`src/rtl/vending_ctrl_param_if.sv`:
```
// Bundles the vending-controller front-end pulses and the display/piezo/LCD outputs.
// The controller connects through the slave modport, its driver through master.
interface vending_ctrl_param_if #(
  parameter int NUM_ITEMS = 8,
  parameter int NUM_COINS = 4,
  parameter int MONEY_W   = 8,
  parameter int STOCK_W   = 4
);
  localparam int ITEM_W = (NUM_ITEMS > 1) ? $clog2(NUM_ITEMS) : 1;

  logic [NUM_ITEMS-1:0]         item_pulse;
  logic [NUM_COINS-1:0]         coin_pulse;
  logic                         refund_pulse;
  logic                         admin_mode;
  logic [MONEY_W-1:0]           credit;
  logic                         vend_valid;
  logic [ITEM_W-1:0]            vend_item;
  logic                         change_valid;
  logic [MONEY_W-1:0]           change_out;
  logic [2:0]                   status;
  logic                         note_valid;
  logic [NUM_ITEMS*STOCK_W-1:0] stock_flat;

  modport slave (
    input  item_pulse, coin_pulse, refund_pulse, admin_mode,
    output credit, vend_valid, vend_item, change_valid, change_out,
           status, note_valid, stock_flat
  );

  modport master (
    output item_pulse, coin_pulse, refund_pulse, admin_mode,
    input  credit, vend_valid, vend_item, change_valid, change_out,
           status, note_valid, stock_flat
  );
endinterface

```
`src/rtl/vending_ctrl_param.sv`:
```
// Vending-machine control core: saturating credit, per-item stock, refund,
// timed error/info messages and an admin restock mode. One event per cycle.
module vending_ctrl_param #(
  parameter int NUM_ITEMS  = 8,
  parameter int NUM_COINS  = 4,
  parameter int MONEY_W    = 8,
  parameter int STOCK_W    = 4,
  parameter int INIT_STOCK = 5,
  parameter logic [NUM_ITEMS*MONEY_W-1:0] PRICE_LIST =
    {8'd80, 8'd70, 8'd60, 8'd50, 8'd40, 8'd30, 8'd20, 8'd10},
  parameter logic [NUM_COINS*MONEY_W-1:0] COIN_LIST =
    {8'd50, 8'd10, 8'd5, 8'd1},
  parameter int MSG_CYCLES = 1000
) (
  input logic                  clk,
  input logic                  rst,
  vending_ctrl_param_if.slave  bus
);
  localparam int ITEM_W  = (NUM_ITEMS > 1) ? $clog2(NUM_ITEMS) : 1;
  localparam int COIN_W  = (NUM_COINS > 1) ? $clog2(NUM_COINS) : 1;
  localparam int TIMER_W = $clog2(MSG_CYCLES + 1);
  localparam logic [STOCK_W-1:0] INIT_STK  = STOCK_W'(INIT_STOCK);
  localparam logic [STOCK_W-1:0] MAX_STOCK = '1;
  localparam logic [TIMER_W-1:0] TIMER_END = TIMER_W'(MSG_CYCLES - 1);

  localparam logic [1:0] S_IDLE   = 2'd0;
  localparam logic [1:0] S_CREDIT = 2'd1;
  localparam logic [1:0] S_MSG    = 2'd2;
  localparam logic [1:0] S_ADMIN  = 2'd3;

  localparam logic [2:0] ST_IDLE      = 3'd0;
  localparam logic [2:0] ST_CREDIT    = 3'd1;
  localparam logic [2:0] ST_VEND      = 3'd2;
  localparam logic [2:0] ST_SOLD_OUT  = 3'd3;
  localparam logic [2:0] ST_NO_CREDIT = 3'd4;
  localparam logic [2:0] ST_REJECT    = 3'd5;
  localparam logic [2:0] ST_ADMIN     = 3'd6;
  localparam logic [2:0] ST_CHANGE    = 3'd7;

  logic [1:0]         state_q, state_d;
  logic               admin_q;
  logic [MONEY_W-1:0] credit_q, credit_d;
  logic [STOCK_W-1:0] stock_q [NUM_ITEMS];
  logic [STOCK_W-1:0] stock_d [NUM_ITEMS];
  logic [2:0]         status_q, status_d;
  logic               vend_valid_q, vend_valid_d;
  logic [ITEM_W-1:0]  vend_item_q, vend_item_d;
  logic               change_valid_q, change_valid_d;
  logic [MONEY_W-1:0] change_out_q, change_out_d;
  logic               note_q, note_d;
  logic [TIMER_W-1:0] timer_q, timer_d;

  logic               item_hit, coin_hit, admin_rise;
  logic [ITEM_W-1:0]  item_idx;
  logic [COIN_W-1:0]  coin_idx;
  logic [MONEY_W-1:0] price, coin_val, remain;
  logic [MONEY_W:0]   coin_sum;

  // Descending scan so the lowest set bit is the last to overwrite the index.
  always_comb begin
    item_hit = 1'b0;
    item_idx = '0;
    for (int i = NUM_ITEMS - 1; i >= 0; i--) begin
      if (bus.item_pulse[i]) begin
        item_hit = 1'b1;
        item_idx = ITEM_W'(i);
      end
    end
    coin_hit = 1'b0;
    coin_idx = '0;
    for (int j = NUM_COINS - 1; j >= 0; j--) begin
      if (bus.coin_pulse[j]) begin
        coin_hit = 1'b1;
        coin_idx = COIN_W'(j);
      end
    end
  end

  assign price      = PRICE_LIST[item_idx*MONEY_W +: MONEY_W];
  assign coin_val   = COIN_LIST[coin_idx*MONEY_W +: MONEY_W];
  assign coin_sum   = {1'b0, credit_q} + {1'b0, coin_val};
  assign remain     = credit_q - price;
  assign admin_rise = bus.admin_mode && !admin_q;

  always_comb begin
    // NOTE: every variable gets a default before any branch so no latch is inferred.
    state_d        = state_q;
    credit_d       = credit_q;
    stock_d        = stock_q;
    vend_valid_d   = 1'b0;
    vend_item_d    = vend_item_q;
    change_valid_d = 1'b0;
    change_out_d   = change_out_q;
    note_d         = 1'b0;
    timer_d        = timer_q;
    case (state_q)
      S_IDLE:   status_d = ST_IDLE;
      S_CREDIT: status_d = ST_CREDIT;
      S_ADMIN:  status_d = ST_ADMIN;
      default:  status_d = status_q;
    endcase

    if (admin_rise) begin
      state_d  = S_ADMIN;
      status_d = ST_ADMIN;
      note_d   = 1'b1;
      if (credit_q != '0) begin
        change_valid_d = 1'b1;
        change_out_d   = credit_q;
        credit_d       = '0;
      end
    end else if (state_q == S_ADMIN) begin
      if (!bus.admin_mode) begin
        state_d  = S_IDLE;
        status_d = ST_IDLE;
      end else if (bus.refund_pulse) begin
        for (int i = 0; i < NUM_ITEMS; i++) stock_d[i] = INIT_STK;
      end else if (item_hit && stock_q[item_idx] != MAX_STOCK) begin
        stock_d[item_idx] = stock_q[item_idx] + 1'b1;
      end
    end else if (bus.refund_pulse && credit_q != '0) begin
      change_valid_d = 1'b1;
      change_out_d   = credit_q;
      credit_d       = '0;
      state_d        = S_IDLE;
      status_d       = ST_CHANGE;
      note_d         = 1'b1;
    end else if (item_hit) begin
      note_d = 1'b1;
      if (stock_q[item_idx] == '0) begin
        state_d  = S_MSG;
        status_d = ST_SOLD_OUT;
        timer_d  = '0;
      end else if (credit_q < price) begin
        state_d  = S_MSG;
        status_d = ST_NO_CREDIT;
        timer_d  = '0;
      end else begin
        credit_d          = remain;
        stock_d[item_idx] = stock_q[item_idx] - 1'b1;
        vend_valid_d      = 1'b1;
        vend_item_d       = item_idx;
        status_d          = ST_VEND;
        state_d           = (remain != '0) ? S_CREDIT : S_IDLE;
      end
    end else if (coin_hit) begin
      note_d = 1'b1;
      if (!coin_sum[MONEY_W]) begin
        credit_d = coin_sum[MONEY_W-1:0];
        state_d  = S_CREDIT;
        status_d = ST_CREDIT;
      end else begin
        state_d  = S_MSG;
        status_d = ST_REJECT;
        timer_d  = '0;
      end
    end else if (state_q == S_MSG) begin
      if (timer_q == TIMER_END) begin
        state_d  = (credit_q != '0) ? S_CREDIT : S_IDLE;
        status_d = (credit_q != '0) ? ST_CREDIT : ST_IDLE;
      end else begin
        timer_d = timer_q + 1'b1;
      end
    end
  end

  // NOTE: sequential state uses non-blocking assignments only, so every flop
  // samples the pre-edge values regardless of statement order.
  always_ff @(posedge clk or posedge rst) begin
    if (rst) begin
      state_q        <= S_IDLE;
      admin_q        <= 1'b0;
      credit_q       <= '0;
      status_q       <= ST_IDLE;
      vend_valid_q   <= 1'b0;
      vend_item_q    <= '0;
      change_valid_q <= 1'b0;
      change_out_q   <= '0;
      note_q         <= 1'b0;
      timer_q        <= '0;
      // NOTE: the stock array is a small register file that must come up at
      // INIT_STOCK, so it is reset explicitly rather than left to a RAM.
      for (int i = 0; i < NUM_ITEMS; i++) stock_q[i] <= INIT_STK;
    end else begin
      state_q        <= state_d;
      admin_q        <= bus.admin_mode;
      credit_q       <= credit_d;
      status_q       <= status_d;
      vend_valid_q   <= vend_valid_d;
      vend_item_q    <= vend_item_d;
      change_valid_q <= change_valid_d;
      change_out_q   <= change_out_d;
      note_q         <= note_d;
      timer_q        <= timer_d;
      for (int i = 0; i < NUM_ITEMS; i++) stock_q[i] <= stock_d[i];
    end
  end

  assign bus.credit       = credit_q;
  assign bus.vend_valid   = vend_valid_q;
  assign bus.vend_item    = vend_item_q;
  assign bus.change_valid = change_valid_q;
  assign bus.change_out   = change_out_q;
  assign bus.status       = status_q;
  assign bus.note_valid   = note_q;

  for (genvar g = 0; g < NUM_ITEMS; g++) begin : g_stock
    assign bus.stock_flat[g*STOCK_W +: STOCK_W] = stock_q[g];
  end
endmodule

```
`src/flat_wrapper.sv`:
```
// flat-port wrapper written by rule: the top's interface ports become plain ports
module vending_ctrl_param_flat 
#(
  parameter int NUM_ITEMS  = 8,
  parameter int NUM_COINS  = 4,
  parameter int MONEY_W    = 8,
  parameter int STOCK_W    = 4,
  parameter int INIT_STOCK = 5,
  parameter logic [NUM_ITEMS*MONEY_W-1:0] PRICE_LIST =
    {8'd80, 8'd70, 8'd60, 8'd50, 8'd40, 8'd30, 8'd20, 8'd10},
  parameter logic [NUM_COINS*MONEY_W-1:0] COIN_LIST =
    {8'd50, 8'd10, 8'd5, 8'd1},
  parameter int MSG_CYCLES = 1000
)
  (clk, rst, bus_item_pulse, bus_coin_pulse, bus_refund_pulse, bus_admin_mode, bus_credit, bus_vend_valid, bus_vend_item, bus_change_valid, bus_change_out, bus_status, bus_note_valid, bus_stock_flat);
  vending_ctrl_param_if #(.NUM_ITEMS(NUM_ITEMS), .NUM_COINS(NUM_COINS), .MONEY_W(MONEY_W), .STOCK_W(STOCK_W)) bus_i ();
  input logic clk;
  input logic rst;
  input wire logic [$bits(bus_i.item_pulse)-1:0] bus_item_pulse;
  input wire logic [$bits(bus_i.coin_pulse)-1:0] bus_coin_pulse;
  input wire logic [$bits(bus_i.refund_pulse)-1:0] bus_refund_pulse;
  input wire logic [$bits(bus_i.admin_mode)-1:0] bus_admin_mode;
  output wire logic [$bits(bus_i.credit)-1:0] bus_credit;
  output wire logic [$bits(bus_i.vend_valid)-1:0] bus_vend_valid;
  output wire logic [$bits(bus_i.vend_item)-1:0] bus_vend_item;
  output wire logic [$bits(bus_i.change_valid)-1:0] bus_change_valid;
  output wire logic [$bits(bus_i.change_out)-1:0] bus_change_out;
  output wire logic [$bits(bus_i.status)-1:0] bus_status;
  output wire logic [$bits(bus_i.note_valid)-1:0] bus_note_valid;
  output wire logic [$bits(bus_i.stock_flat)-1:0] bus_stock_flat;
  assign bus_i.item_pulse = bus_item_pulse;
  assign bus_i.coin_pulse = bus_coin_pulse;
  assign bus_i.refund_pulse = bus_refund_pulse;
  assign bus_i.admin_mode = bus_admin_mode;
  assign bus_credit = bus_i.credit;
  assign bus_vend_valid = bus_i.vend_valid;
  assign bus_vend_item = bus_i.vend_item;
  assign bus_change_valid = bus_i.change_valid;
  assign bus_change_out = bus_i.change_out;
  assign bus_status = bus_i.status;
  assign bus_note_valid = bus_i.note_valid;
  assign bus_stock_flat = bus_i.stock_flat;
  vending_ctrl_param #(.NUM_ITEMS(NUM_ITEMS), .NUM_COINS(NUM_COINS), .MONEY_W(MONEY_W), .STOCK_W(STOCK_W), .INIT_STOCK(INIT_STOCK), .PRICE_LIST(PRICE_LIST), .COIN_LIST(COIN_LIST), .MSG_CYCLES(MSG_CYCLES)) u_core (.clk(clk), .rst(rst), .bus(bus_i));
endmodule
```
`config.mk`:
```
export PLATFORM = sky130hd
export DESIGN_NAME = vending_ctrl_param_flat
export DESIGN_NICKNAME = d
export VERILOG_FILES = /design/src/rtl/vending_ctrl_param_if.sv /design/src/rtl/vending_ctrl_param.sv /design/src/flat_wrapper.sv
export SDC_FILE = /design/constraint.sdc
export NUM_CORES = 1
export LEC_CHECK = 0
export CAP_MARGIN = 15
export CORE_MARGIN = 4
export CORE_UTILIZATION = 38
export CTS_BUF_LIST = sky130_fd_sc_hd__clkbuf_8
export DETAILED_ROUTE_END_ITERATION = 8
export SLEW_MARGIN = 20
export SYNTH_ARGS = -nofsm -noshare
export SYNTH_HDL_FRONTEND = slang
export SYNTH_SLANG_ARGS = --single-unit
```
`constraint.sdc`:
```
create_clock -name clk -period 3 [get_ports clk]
set_clock_uncertainty 0.2 [all_clocks]
set_input_delay 0.45 -clock clk [delete_from_list [all_inputs] [get_ports clk]]
set_output_delay 0.45 -clock clk [all_outputs]
set_load 0.01 [all_outputs]
```
Word-level counts from Yosys, hierarchy flattened. Index checks and enable logic that the tools add are counted.

Reduce and logical (&&, ||, !) cells: 21. Muxes and demuxes: 100. Bitwise operators: 6. Equal/unequal tests: 19. $lt $le $gt $ge: 3. $add $sub $neg: 5. Shift operators: 2.

Operator list (count): 32-bit two-way mux (8); 8-bit two-way mux (13); 10-bit two-way mux (7); 32-bit bitwise mux (2); 64-bit by 7-bit variable part select with 8-bit output, first input constant (1); 3-bit two-way mux (19); 32-bit by 6-bit variable part select with 8-bit output, first input constant (1); 1-bit two-way mux (30); 2-bit two-way mux (15); 8-bit nonzero test (2); 7-bit AND reduction (2); 4-bit binary-select mux with 3-bit select (1); 4-bit demux with 3-bit select (1); 4-bit two-way mux (3); 4-bit != test, second input constant (3); 6-bit AND reduction (2); 6-bit nonzero test (2); 10-bit by 1-bit adder with 10-bit output, second input constant (1); 10-bit == test, second input constant (1); 8-bit by 8-bit adder with 9-bit output (1); 3-bit one-hot mux with 3 select lines (1); 8-bit < comparator (1); 2-bit by 1-bit != test with 1-bit output, second input constant (4); 8-bit subtractor (1); 21 further kinds (34).

Input port bits: 16. Word-level logic and storage cells: 174. Register bits: 70. Output and inout port bits: 57.

Depth between registers and ports, before layout.
Word-level depth: 19. Depth in mapped cells: 18. Depth with buffers taken out: 16.

Worst setup path after synthesis. Ideal clock, no wire load.

Path type: input to register. From: in bus_item_pulse[6]. To: reg u_core.stock_q (netlist bit u_core.bus.stock_flat[3]). Stages: 17. Arrival: 3.502 ns. Setup time: 0.122 ns. Required time: 2.678 ns. Path buffers: 3. Setup slack: -0.823 ns. Path through: clkbuf_2 nor2b_1 o21ai_0 o21ai_4 ha_1 inv_1 ha_1 nor2b_1 o21ai_0 nand2b_1 a21o_1 a31oi_1 or2_2 a22oi_2 buf_4 buf_2 a32o_1.

Cells in the longest elaborated chain, start to end: 18. Elaborated cells on any way between the ends: 45. Classes of those cells: add/sub: 2; order compare: 3; eq/ne: 4; shift: 1; mux: 29; bitwise: 1; reduce/logical: 5.

RTL lines: from (decl) (line flat_wrapper.sv:19) `input wire logic [$bits(bus_i.item_pulse)-1:0] bus_item_pulse;`; 3-bit two-way mux (*) (7 in a row) (line vending_ctrl_param.sv:64) `if (bus.item_pulse[i]) begin`; via u_core.item_idx[0] (line vending_ctrl_param.sv:54) `logic [ITEM_W-1:0] item_idx;`; 3-bit NOT with 4-bit output (implied by the code); 4-bit binary-select mux with 3-bit select (tied with other cells); 4-bit two-way mux (implied by the code) / 1-bit logical AND (equally long branches); 4-bit two-way mux, on equally long branches; 4-bit by 1-bit subtractor with 4-bit output / 4-bit demux with 3-bit select (equally long branches) (line vending_ctrl_param.sv:140, vending_ctrl_param.sv:119); 32-bit bitwise mux (line vending_ctrl_param.sv:140) `stock_d[item_idx] = stock_q[item_idx] - 1'b1;`; 32-bit two-way mux (line vending_ctrl_param.sv:134) `end else if (credit_q < price) begin`; 32-bit two-way mux (line vending_ctrl_param.sv:130) `if (stock_q[item_idx] == '0) begin`; 32-bit two-way mux (line vending_ctrl_param.sv:128) `end else if (item_hit) begin`; 32-bit two-way mux (line vending_ctrl_param.sv:121) `end else if (bus.refund_pulse && credit_q != '0) begin`; 32-bit two-way mux (line vending_ctrl_param.sv:112) `end else if (state_q == S_ADMIN) begin`; to (decl) (line vending_ctrl_param.sv:43) `logic [STOCK_W-1:0] stock_q [NUM_ITEMS];`.

Mark *: on every way through the listed nets, which the timed path passes. The rest lies on a longest branch. The select of a mux whose other input is x is not followed. A chain may end at the register's enable or synchronous reset.

Final worst setup path.
From: in bus_item_pulse[1]. To: reg u_core.stock_q (netlist bit u_core.bus.stock_flat[30]).

Cells in the longest elaborated chain, start to end: 13. Elaborated cells on any way between the ends: 35. Classes of those cells: add/sub: 2; order compare: 3; eq/ne: 4; shift: 1; mux: 19; bitwise: 1; reduce/logical: 5.

RTL lines (line): 3-bit two-way mux (*) (2 in a row) (vending_ctrl_param.sv:64); via u_core.item_idx[1] (vending_ctrl_param.sv:54); 3-bit NOT with 4-bit output (implied by the code); 4-bit binary-select mux with 3-bit select (tied with other cells); 4-bit two-way mux (implied by the code) / 1-bit logical AND (equally long branches); 4-bit two-way mux, on equally long branches; 4-bit by 1-bit subtractor with 4-bit output / 4-bit demux with 3-bit select (equally long branches) (vending_ctrl_param.sv:140, vending_ctrl_param.sv:119); 32-bit bitwise mux (vending_ctrl_param.sv:140); 32-bit two-way mux (vending_ctrl_param.sv:134); 32-bit two-way mux (vending_ctrl_param.sv:130); 32-bit two-way mux (vending_ctrl_param.sv:128); 32-bit two-way mux (vending_ctrl_param.sv:121); 32-bit two-way mux (vending_ctrl_param.sv:112).

Marked as above.

==> impl_metrics.tcl <==
set metrics [dict create \
    syn-num-nets 537 \
    drtIter0Drc 274 \
    cts-root-buf "clkbuf_8" \
    drv_cap 0 \
    violations "setup timing" \
    drc_errors 0 \
    io_buffers 72 \
    rsz0062_at_grt "true" \
    synth_most_common_cell "nand2_1" \
    critPathMaxStageDelay_ns 0.27 \
    finalSetupViolations 56 \
    grt_antenna_before_repair 0 \
    ant_nets 0 \
    grt_pass1_wl_um 24700 \
    h-tree-depth 3 \
    grt_pass1_vias 4864 \
    dpl_cell_area_um2 6260 \
    worstSetupStartpointType "input port" \
    final_cell_count_no_fill 849 \
    arrival_ns 3.38 \
    worstPathRequired_ns 3.10 \
    tightest_slew_ns 0.702 \
    numCtsBuffers 9 \
    final_nets 738 \
    dr.pass1.iters 6 \
    ir_worst_vdd_mv 0.574 \
    yosys_warnings 0 \
    routed_wl_um 15500 \
    viasPerCell 5.60 \
    vias 4755 \
    routedWlPerCell_um 18.3 \
    cp_slowest_cell "or2_4" \
    dp_hpwl_um 11000 \
    clk_pin_slew_worst_paths_ns 0.07 \
    ys_seq_elements 70 \
    initial_core_util_pct 39.0 \
    ys_seq_area_share_pct 39.6 \
    design_area_um2 7350 \
    cts_tree "built" \
    numPlacedInstances 808 \
    ys.flop_type "dfrtp_1" \
    rows 39 \
    path_cells "buf_6, or2_4, a21oi_4, buf_6, ha_4, inv_4, ha_4, nor2b_4, o21ai_2, nand2b_1, a21o_1, buf_6, a31oi_4, or2_4, a22oi_2, buf_6, buf_6, and3_4, buf_6, a22oi_2" \
    period_share_pct 109 \
    avgSynthCellArea_um2 8.95 \
    syn-cell-area_um2 4480 \
    crit_path_end_kind "flop" \
    gp_congestion 0.884 \
    outcome "finished with violations" \
    pin_count 73 \
    overflow 0 \
    clock-sinks 70 \
    clk_latency_ns 0.37 \
    area_growth_pct 64.2 \
    synth_area_leaders "dfrtp_1, dfstp_2, ha_1" \
    leakage_nw 3.26 \
    async_reset_ff_share_pct 100 \
    crit_top_cell "buf_6" \
    die-height_um 117 \
    max_slew_margin_pct 53.1 \
    hp-class "flop to flop" \
    power_w 0.00645 \
    worst_slack_ns -0.284 \
    max_freq_mhz 304 \
    synth_top_area_cell "dfrtp_1" \
    synthTopCellsByCount "nand2_1, dfrtp_1, a21oi_1" \
    synth-edff-count 0 \
    die_x_um 117 \
    slew_viol_final 0 \
    drive_gt1_share_pct 41.1 \
    postCtsHoldBufs 0 \
    grt_max_degree 32 \
    n_antenna_cell 0 \
    core_area_um2 11500 \
    finalCriticalPeriod_ns 3.28 \
    synth_top_area_share_pct 30.2 \
    die-area_um2 13600 \
    syn-instance-count 500 \
    final_hold_viol_count 0 \
    clock_path_buffers 2 \
    synth.distinct_cells 69 \
    ff2ff_setup_slack_ns 0.13 \
    path_class "input port to flop" \
    p_per_area_nw_per_um2 878 \
    worstPathMaxFanout 8 \
    grtUsageTotal_pct 23.4 \
]
==> routing by layer <==
metal	track usage (%)	vias to the layer above	routed length (µm)
li1	-	2240	-
met1	30.7	2364	6970
met2	37.3	126	7470
met3	5.03	25	726
met4	10.1	0	344
met5	0	-	0
==> state kept, by name (all words and copies together), names as in the netlist, 2 cells and up <==
signal and cells:
u_core.bus.stock_flat 32, u_core.timer_q 10, u_core.bus.change_out 8, u_core.bus.credit 8, u_core.bus.status 3, u_core.bus.vend_item 3
u_core.state_q 2
==> path summary, 6_finish.rpt <==
kind / start / depth (start not counted) / endpoint
max in group asynchronous: rst / 3 / u_core.bus.stock_flat[2]
worst max register to register: u_core.bus.stock_flat[12] / 14 / u_core.bus.stock_flat[30]
worst min register to register: u_core.bus.change_out[5] / 2 / u_core.bus.change_out[5]
min in group asynchronous: rst / 2 / u_core.bus.note_valid
worst min-delay path: u_core.bus.change_out[5] / 2 / u_core.bus.change_out[5]
worst max-delay path: bus_item_pulse[1] / 20 / u_core.bus.stock_flat[30]
==> critical path, delay by kind of cell <==
kind	cells	cell delay, ns
AOI/OAI and AO/OA	6	0.89
adders and majority gates	2	0.41
buffers and inverters	7	0.83
and+or+nand+nor	5	0.79
==> final cells by class <==
class                      count  area, µm²
clock buffer                  10        138
clock inverter                 6       23.8
fill                         937       4120
inverter                      27        104
multi-input combinational    378       3170
sequential                    70       1770
tap                          143        179
timing repair buffer         215       1960
==> where the power goes <==
part / internal [W] / switching (W)
Clock: 0.000307 / 0.000363
Combinational: 0.00223 / 0.00195
Sequential: 0.00130 / 0.000307
Total: 0.00383 / 0.00262
==> cells by family (layout without fill, tap and decap cells) <==
group                    after synthesis  count (layout)  synth area share (%)
buffers and inverters                 52             258                  5.12
flip-flops                            70              70                  39.6
AND/OR/NAND/NOR                      173             173                  19.4
adder cells (fa/ha/maj)               21              21                  6.04
XOR/XNOR                               9               9                  1.76
AO/OA/AOI/OAI                        162             162                  25.1
multiplexers                          13              13                  3.02
==> what timing repair did <==
| action | CTS | global route |
|---|---|---|
| setup endpoints to repair | 59 | 58 |
| pin swaps | 47 | 41 |
| gates resized for setup | 151 | 50 |
| cloned | 2 | 1 |
| setup buffers | 22 | 4 |
==> cell usage in the layout (no fill, tap or decap), types with 5 or more instances in the layout <==
cell type and n:
a21o_1 7, a21oi_1 24, a21oi_2 12, a22oi_1 5, a22oi_2 9, a2bb2oi_2 6, a31oi_1 8, a32o_1 9
and2_1 7, and3_1 9, buf_4 113, buf_6 29, buf_8 5, clkbuf_8 10, clkdlybuf4s50_1 61, dfrtp_1 54
dfstp_2 16, ha_1 14, ha_4 5, inv_1 27, mux2i_1 8, nand2_1 60, nand2_4 5, nand3_1 9
nor2_1 27, nor2b_1 6, nor3_1 6, o21ai_0 16, o21ai_2 6, o21ai_4 5, o31ai_4 5, or3_1 5
xnor2_1 7
==> metrics by stage <==
step / hold slack, ns / setup TNS [ns] / utilization (%) / setup slack [ns]
final: 0.286 / -11.04 / 64.1 / -0.284
after global routing: 0.314 / -17.16 / 64.1 / -0.408
after floorplan: 0.258 / -18.25 / - / -0.449
after detailed placement: 0.274 / -57.69 / 54.6 / -1.14
after global placement: 0.260 / -53.60 / 54.6 / -1.05
after CTS: 0.292 / -5.44 / 61.8 / -0.231
Power figures use the tool's default switching activity.
